<file path="src/rtl/rate_detector_pkg.sv">
// Shared types and default constants for the rate detector.
// Defaults match the board's rate divider settings.
package rate_detector_pkg;

   typedef enum logic [1:0] {
      IDLE   = 2'd0,
      ARMED  = 2'd1,
      LOCKED = 2'd2
   } state_t;

   typedef logic [1:0] rate_code_t;

   localparam int DEFAULT_CNT_W = 28;
   localparam int DEFAULT_RATE0 = 1;
   localparam int DEFAULT_RATE1 = 50000000;
   localparam int DEFAULT_RATE2 = 100000000;
   localparam int DEFAULT_RATE3 = 200000000;
   localparam int DEFAULT_TOL   = 2;

   // Evaluated one bit wider so that rate - tol never wraps below zero.
   function automatic logic rate_in_range(input logic [31:0] c,
                                          input logic [31:0] r,
                                          input logic [31:0] t);
      logic [32:0] c_x;
      logic [32:0] r_x;
      logic [32:0] t_x;
      c_x = {1'b0, c};
      r_x = {1'b0, r};
      t_x = {1'b0, t};
      return ((c_x + t_x) >= r_x) && (c_x <= (r_x + t_x));
   endfunction

endpackage

</file>
<file path="src/rtl/pulse_sync.sv">
// Two-flop synchronizer for the incoming pulse stream.
// It is used only when RATE_DETECTOR_SYNC_EN is defined.
module pulse_sync (
   input  logic clk,
   input  logic reset,
   input  logic d,
   output logic q
);

   logic meta;

   always_ff @(posedge clk) begin
      if (reset) begin
         meta <= 1'b0;
         q    <= 1'b0;
      end else begin
         meta <= d;
         q    <= meta;
      end
   end

endmodule

</file>
<file path="src/rtl/rate_detector.sv">
// This block measures the interval between enable pulses and locks onto one of four divider rates.
// Define RATE_DETECTOR_SYNC_EN to put a 2-flop synchronizer in front of pulse_in.
module rate_detector
   import rate_detector_pkg::*;
#(
   parameter int CNT_W = DEFAULT_CNT_W,
   parameter int RATE0 = DEFAULT_RATE0,
   parameter int RATE1 = DEFAULT_RATE1,
   parameter int RATE2 = DEFAULT_RATE2,
   parameter int RATE3 = DEFAULT_RATE3,
   parameter int TOL   = DEFAULT_TOL
) (
   input  logic             clk,
   input  logic             reset,
   input  logic             pulse_in,
   output logic [1:0]       rate_code,
   output logic             rate_valid,
   output logic [CNT_W-1:0] period,
   output logic             timeout,
   output logic [3:0]       pulse_count
);

   // The counter saturates one cycle past the slowest acceptable interval.
   localparam logic [CNT_W-1:0] LIMIT = CNT_W'(RATE3 + TOL + 1);

   logic             p;
   logic [CNT_W-1:0] cnt;
   logic [CNT_W-1:0] cnt_next;
   state_t           state;
   state_t           state_next;
   rate_code_t       cand_code;
   rate_code_t       cand_code_next;
   logic             cand_valid;
   logic             cand_valid_next;
   rate_code_t       rate_code_next;
   logic             rate_valid_next;
   logic [CNT_W-1:0] period_next;
   logic             timeout_next;
   logic [3:0]       pulse_count_next;
   logic [31:0]      cnt_w;
   logic             match_hit;
   rate_code_t       match_code;

`ifdef RATE_DETECTOR_SYNC_EN
   pulse_sync u_pulse_sync (
      .clk   (clk),
      .reset (reset),
      .d     (pulse_in),
      .q     (p)
   );
`else
   assign p = pulse_in;
`endif

   assign cnt_w = 32'(cnt);

   // When several rate windows overlap, the lowest code takes priority.
   always_comb begin
      match_hit  = 1'b1;
      match_code = 2'd0;
      if (rate_in_range(cnt_w, 32'(RATE0), 32'(TOL))) begin
         match_code = 2'd0;
      end else if (rate_in_range(cnt_w, 32'(RATE1), 32'(TOL))) begin
         match_code = 2'd1;
      end else if (rate_in_range(cnt_w, 32'(RATE2), 32'(TOL))) begin
         match_code = 2'd2;
      end else if (rate_in_range(cnt_w, 32'(RATE3), 32'(TOL))) begin
         match_code = 2'd3;
      end else begin
         match_hit  = 1'b0;
      end
   end

   always_comb begin
      state_next       = state;
      cnt_next         = cnt;
      cand_code_next   = cand_code;
      cand_valid_next  = cand_valid;
      rate_code_next   = rate_code;
      rate_valid_next  = rate_valid;
      period_next      = period;
      timeout_next     = timeout;
      pulse_count_next = pulse_count;

      if (p) begin
         cnt_next         = CNT_W'(1);
         pulse_count_next = pulse_count + 4'd1;
         timeout_next     = 1'b0;
         case (state)
            IDLE: begin
               state_next      = ARMED;
               cand_valid_next = 1'b0;
            end
            ARMED: begin
               period_next = cnt;
               if (match_hit && cand_valid && (cand_code == match_code)) begin
                  state_next      = LOCKED;
                  rate_code_next  = match_code;
                  rate_valid_next = 1'b1;
               end else if (match_hit) begin
                  cand_code_next  = match_code;
                  cand_valid_next = 1'b1;
               end else begin
                  cand_valid_next = 1'b0;
               end
            end
            LOCKED: begin
               period_next = cnt;
               if (match_hit && (match_code == rate_code)) begin
                  state_next = LOCKED;
               end else if (match_hit) begin
                  state_next      = ARMED;
                  cand_code_next  = match_code;
                  cand_valid_next = 1'b1;
                  rate_valid_next = 1'b0;
               end else begin
                  state_next      = ARMED;
                  cand_valid_next = 1'b0;
                  rate_valid_next = 1'b0;
               end
            end
            default: begin
               state_next      = IDLE;
               cand_valid_next = 1'b0;
            end
         endcase
      end else begin
         if (cnt != LIMIT) begin
            cnt_next = cnt + CNT_W'(1);
         end
         // A missing pulse for a full LIMIT interval drops the lock.
         if ((state != IDLE) && (cnt == LIMIT)) begin
            state_next      = IDLE;
            timeout_next    = 1'b1;
            rate_valid_next = 1'b0;
            cand_valid_next = 1'b0;
         end
      end
   end

   always_ff @(posedge clk) begin
      if (reset) begin
         state       <= IDLE;
         cnt         <= '0;
         cand_code   <= 2'd0;
         cand_valid  <= 1'b0;
         rate_code   <= 2'd0;
         rate_valid  <= 1'b0;
         period      <= '0;
         timeout     <= 1'b0;
         pulse_count <= 4'd0;
      end else begin
         state       <= state_next;
         cnt         <= cnt_next;
         cand_code   <= cand_code_next;
         cand_valid  <= cand_valid_next;
         rate_code   <= rate_code_next;
         rate_valid  <= rate_valid_next;
         period      <= period_next;
         timeout     <= timeout_next;
         pulse_count <= pulse_count_next;
      end
   end

endmodule
</file>
<file path="config.mk">
export PLATFORM = sky130hd
export DESIGN_NAME = rate_detector
export DESIGN_NICKNAME = d
export VERILOG_FILES = /design/src/rtl/rate_detector_pkg.sv /design/src/rtl/pulse_sync.sv /design/src/rtl/rate_detector.sv
export SDC_FILE = /design/constraint.sdc
export NUM_CORES = 1
export LEC_CHECK = 0
export ABC_CLOCK_PERIOD_IN_PS = 4760
export CAP_MARGIN = 15
export CORE_MARGIN = 2
export CORE_UTILIZATION = 50
export CTS_CLUSTER_DIAMETER = 150
export DETAILED_ROUTE_END_ITERATION = 16
export PLACE_DENSITY_LB_ADDON = 0.12
export SYNTH_ARGS = -nofsm -noshare
export SYNTH_HDL_FRONTEND = slang
export SYNTH_SLANG_ARGS = --single-unit
</file>
<file path="constraint.sdc">
create_clock -name clk -period 4.76 [get_ports clk]
set_clock_uncertainty 0.05 [all_clocks]
set_input_delay 0.952 -clock clk [delete_from_list [all_inputs] [get_ports clk]]
set_output_delay 0.952 -clock clk [all_outputs]
set_load 0.05 [all_outputs]
</file>
# After elaboration in Yosys (flattened, before gate mapping)
# Index checks and enable logic that the tools add are counted.
classes:
  n_addsub: 3
  magnitude_cmp: 8
  eq_ne: 12
  muxes: 29
  reduce_logical: 21
ops:
  columns: ["cell", "count"]
  rows:
  - ["$ge 33x1->1 const B", 1]
  - ["$ge 33x26->1 const B", 1]
  - ["$ge 33x27->1 const B", 1]
  - ["$add 28x2->29 const B", 1]
  - ["$ge 29x28->1 const B", 1]
  - ["$add 28x1->28 const B", 1]
  - ["$eq 28x28->1 const B", 1]
  - ["$le 28x2->1 const B", 1]
  - ["$le 28x26->1 const B", 1]
  - ["$le 28x27->1 const B", 1]
  - ["$le 28x28->1 const B", 1]
  - ["$ne 28x28->1 const B", 1]
  - ["$mux 2", 11]
  - ["$mux 1", 14]
  - ["$ne 3x3->1 const B", 3]
  - ["$logic_and 1x1->1", 8]
  - ["$reduce_and 4->1", 2]
  - ["$reduce_bool 2->1", 4]
  - ["$pmux 2 s3", 1]
  - ["$reduce_and 3->1", 2]
  - ["$add 4x1->4 const B", 1]
  - ["$eq 2x2->1", 2]
  - ["$ne 2x2->1 const B", 2]
  - ["$pmux 1 s2", 2]
  - ["7 further kinds", 9]
totals:
  reg_bits: 69
  inputBits: 3
  output_inout_bits: 36
  wordCells: 83

# Longest topological paths before layout
logic_depth:
  ltp_word: 12
  depth_mapped: 13
  ltp_nobuf: 12

# Worst setup path before layout
# No wires, ideal clock.
synth_path:
  path_type: "register -> register"
  startpoint: "reg cnt[1]"
  endpoint: "reg cand_code[1]"
  setup_time_ns: 0.079
  arrival_ns: 3.626
  t_required_ns: 4.631
  slack_ns: 1.005
  path_stages_with_launch: 13
  n_path_buf: 1
  synth_period_minus_slack_ns: 3.755
  cell_sequence: "dfxtp_1 ha_1 nand3_2 or3_1 clkbuf_1 or4_4 a211o_1 a211o_1 o31ai_4 or3_1 a211oi_2 or3_4 a211oi_2"
synth_between:
  elab_chain_cells: 11
  elab_cells_between_ends: 33
  cone_classes: "add/sub (1); order compare (8); eq/ne (4); mux (12); reduce/logical (8)"
synth_lines:
  columns: ["element", "line_no", "source"]
  rows:
  - ["from (decl)", "rate_detector.sv:27", "logic [CNT_W-1:0] cnt;"]
  - ["from (signal assigned)", "rate_detector.sv:154", "cnt <= cnt_next;"]
  - ["$add 28x2->29", "rate_detector_pkg.sv:30", "return ((c_x + t_x) >= r_x) && (c_x <= (r_x + t_x));"]
  - ["$ge 29x28->1", "rate_detector_pkg.sv:30", null]
  - ["$logic_and 1x1->1", "rate_detector_pkg.sv:30", null]
  - ["$mux 2 or $mux 1 (tied branches)", "rate_detector.sv:67", "end else if (rate_in_range(cnt_w, 32'(RATE3), 32'(TOL))) begin"]
  - ["$mux 2 or $mux 1 (tied branches)", "rate_detector.sv:65", "end else if (rate_in_range(cnt_w, 32'(RATE2), 32'(TOL))) begin"]
  - ["$mux 2 or $mux 1 (tied branches)", "rate_detector.sv:63", "end else if (rate_in_range(cnt_w, 32'(RATE1), 32'(TOL))) begin"]
  - ["$mux 2 or $mux 1 (tied branches)", "rate_detector.sv:61", "if (rate_in_range(cnt_w, 32'(RATE0), 32'(TOL))) begin"]
  - ["$eq 2x2->1 (tied with other cells)", "rate_detector.sv:109", "if (match_hit && (match_code == rate_code)) begin"]
  - ["$logic_and 1x1->1, on equally long branches", "rate_detector.sv:109, rate_detector.sv:96", null]
  - ["$ne 2x2->1 (no line)", null, null]
  - ["$reduce_and 4->1 (no line)", null, null]
  - ["to (signal assigned)", "rate_detector.sv:155", "cand_code <= cand_code_next;"]
  - ["to (decl)", "rate_detector.sv:31", "rate_code_t cand_code;"]
# Parallel ways exist; a longest one is shown, timed or not. The select of a mux whose other input is x is not followed.
# A chain may end at the register's enable or synchronous reset.

# Worst setup path in the final report
# Ends and elaborated chain as after synthesis.

==> summary.md <==
| Metric | Value |
|---|---|
| Post-CTS Hold Buffers | 0 |
| Minimum clock period | 4380 ps |
| Comb power frac | 0.096 |
| Post-synthesis cell count | 596 |
| Relative slew slack | 0.297 |
| Yosys Warn Count | 0 |
| Cts repair resizes | 0 |
| Async SR Flop Fraction | 0 |
| VDD IR max | 0.163 mV |
| Worst-path clk slew | 90 ps |
| Yosys top cell area share | 0.304 |
| Area growth, synth to finish | 13.0% |
| Tcrit/Tclk final | 0.921 |
| Critical Path Max Stage Delay | 610 ps |
| Synth Area in Adders | 0.0275 |
| Cell mode on critical path | a211o_1 |
| RSZ-0062 raised after global routing | no |
| Max cap viols | 0 |
| Initial antenna violation count | 0 |
| Crit Path Class | register to register |
| Sequential area share after synthesis | 0.304 |
| Die Y | 99.3 um |
| Library cells used by synthesis | 70 |
| Internal | 0.930 mW |
| Hold WS | 404 ps |
| Full die area | 9860 um^2 |
| CTS Sinks | 69 |
| Multiplexer share of the synthesized area | 0.0113 |
| Slew @ Worst Pin | 1060 ps |
| Max-slew violations | 0 |
| Overall routing resource usage | 0.283 |
| Clk pwr share | 0.438 |
| Die width | 99.3 um |
| Final Setup Violations | 0 |
| Root Buffer | clkbuf_8 |
| Kind of cell adding the most delay to the critical path | simple AND/OR/NAND/NOR gates |
| Syn Area/Cell | 7.62 um^2 |
| Synth top area cells | dfxtp_1 (30%), nand2_1 (7.5%), a21oi_1 (5.2%) |
| First-pass GRT wire length | 22300 um |
| F_max | 0.228 GHz |
| ANT nets after route | 0 |
| Outcome | completed |
| Crit path max-delay cell type | dfxtp_1 |
| Vias/cell | 6.39 |
| Area leader, netlist | dfxtp_1 |
| Clock Path Buffers | 2 |
| Crit path capture type | register |
| CP startpoint kind | register |
| WP data arrival | 4610 ps |
| Worst-skew pair later-pin latency | 350 ps |
| Final hold violations | 0 |
| WP data required | 4990 ps |
| GRT overflow | 0 |
| #FFs+latches synth | 69 |
| H-tree depth | 3 |
| I/O Buffers | 38 |
| Sw power | 0.358 mW |
| Initial core utilization | 0.518 |
| Pleak | 1.69 nW |
| Final Wtd Congestion | 0.957 |
| Post-Syn Nets | 609 |
| Hold crit path type | register to register |
| Setup tns final | 0 ps |
| DRT iter0 DRCs | 297 |
| Pin count of the biggest net entering global routing | 42 |
| Multi-input logic area | 2900 um^2 |
| Vias in the first global route | 4247 |
| Layout cells sized above 1 | 0.0754 |
| Flop pwr share | 0.466 |
| # fillers | 846 |
| Ant diodes | 0 |
| CTS tree | done |
| Core area | 8760 um^2 |
| IO Count | 39 |
| Nets | 618 |
| Post CTS Setup Buffer Count | 0 |
| Worst path cell trace | ha_1, nand3_2, or3_1, or4_4, a211o_1, a211o_1, o311ai_1, o32ai_1, nor4_2, nor4b_1, a211oi_2 |
| Main combinational cell family by area after synthesis | simple AND/OR/NAND/NOR gates |
| Buffer and inverter count on the worst path | 0 |
| Router iterations before antenna repair | 4 |
| Synth Area in Compound Gates | 0.202 |
| Top_reg_cell synth | dfxtp_1 |
| Post-Synth Simple-Gate Area | 0.333 |
| EDFF count, synth | 0 |
| Inserted Clock Buffers | 9 |
| Sw Ratio | 0.278 |
| Routed vias | 4585 |
| FP Rows | 34 |
| Post-synthesis xor/xnor area fraction | 0.0636 |
| Detailed Place HPWL | 9880 um |
| Peak fanout along the critical path | 14 |
| Pwr/cell area | 251 nW/um^2 |
| Seq. cell area | 1380 um^2 |
| Post-Syn Area | 4540 um^2 |
| Drt wl/cell | 19.2 um |
| DRC | 0 |
| Routed WL | 13800 um |
path summary, 6_finish.rpt:
path,from,to,slack (ps),cells past startpoint
setup / recovery,cnt[1],cand_code[1],380,11
hold / removal,period[13],period[13],400,2
setup reg to reg,cnt[1],cand_code[1],380,11
hold reg to reg,period[13],period[13],400,2
final cells by class:
type / instances / share of cell area
multi-input cells: 466 / 0.565
flip-flops and latches: 69 / 0.269
repair buffers: 46 / 0.0858
well taps: 108 / 0.0263
clock buffers: 9 / 0.0241
clock inverters: 7 / 0.0205
inverters: 13 / 0.00951
per-stage QoR:
stage,std cells,cell area (um^2),power [mW],worst slack (ps),util
4_1_cts,718,5130,1.30,434,0.586
5_1_grt,718,5130,1.33,96.6,0.586
2_1_floorplan,596,4540,0.703,1000,-
3_3_place_gp,702,4900,0.734,599,0.560
3_5_place_dp,702,4900,0.736,450,0.560
6_report,718,5130,1.29,376,0.586
power groups by stage:
stage / combinational (mW) / clock (mW) / sequential, mW
2_1_floorplan: 0.0831 / 0 / 0.620
3_3_place_gp: 0.122 / 0 / 0.612
3_5_place_dp: 0.123 / 0 / 0.612
4_1_cts: 0.124 / 0.576 / 0.599
5_1_grt: 0.136 / 0.594 / 0.601
6_report: 0.124 / 0.565 / 0.600
tightest hold or removal path, cell delays in order (launching register included):
cell and delay (ps):
dfxtp_1 310, nand2_1 50, a21oi_1 50
logic make-up after synthesis:
kind of cell    Yosys count
simple gates            289
compound gates          129
flops                    69
buf+inv                  61
xor+xnor                 33
fa+ha+maj                10
mux                       5
metal layers:
metal  GRT usage  vias to the layer above  wire (um)
met5           0                        -          0
met4       0.107                        0        497
met3      0.0618                       44       1030
met2       0.464                      193       6240
met1       0.364                     2151       6010
li1            -                     2197          -
cells in the final DEF (no fill, tap or decap), types with 3 or more instances in the layout:
cell type,synthesis,routed
a211o_1,6,6
a211oi_1,10,10
a21o_1,3,3
a21oi_1,47,47
a31oi_1,3,3
and2_1,5,5
and3_1,4,4
and4_1,5,5
buf_4,4,8
clkbuf_8,0,9
clkdlybuf4s50_1,0,38
dfxtp_1,69,69
ha_1,10,10
inv_1,13,13
inv_6,0,3
mux2i_1,4,4
nand2_1,91,91
nand3_1,13,13
nand4_1,27,27
nand4_2,3,3
nor2_1,47,47
nor3_1,20,20
nor4_1,23,23
o211ai_1,3,3
o21ai_0,13,13
o21ai_1,3,3
o31a_1,4,4
o31ai_1,5,5
or2_2,5,5
or3_1,23,23
or4_1,9,9
xnor2_1,21,21
xor2_1,12,12
cells in the mapped netlist (10+ instances only):
| cell type | number |
|---|---|
| xnor2_1 | 21 |
| xor2_1 | 12 |
| nor4_1 | 23 |
| a211oi_1 | 10 |
| nand2_1 | 91 |
| dfxtp_1 | 69 |
| or3_1 | 23 |
| nor3_1 | 20 |
| nand3_1 | 13 |
| clkbuf_1 | 33 |
| a21oi_1 | 47 |
| ha_1 | 10 |
| nand4_1 | 27 |
| inv_1 | 13 |
| nor2_1 | 47 |
| o21ai_0 | 13 |
sequential cells by signal (all words and copies together) (netlist names):
name	count
cand_valid	1
rate_code	2
period	28
cand_code	2
timeout	1
cnt	28
pulse_count	4
state	2
rate_valid	1
No activity file was read; power rests on OpenSTA's default activity.
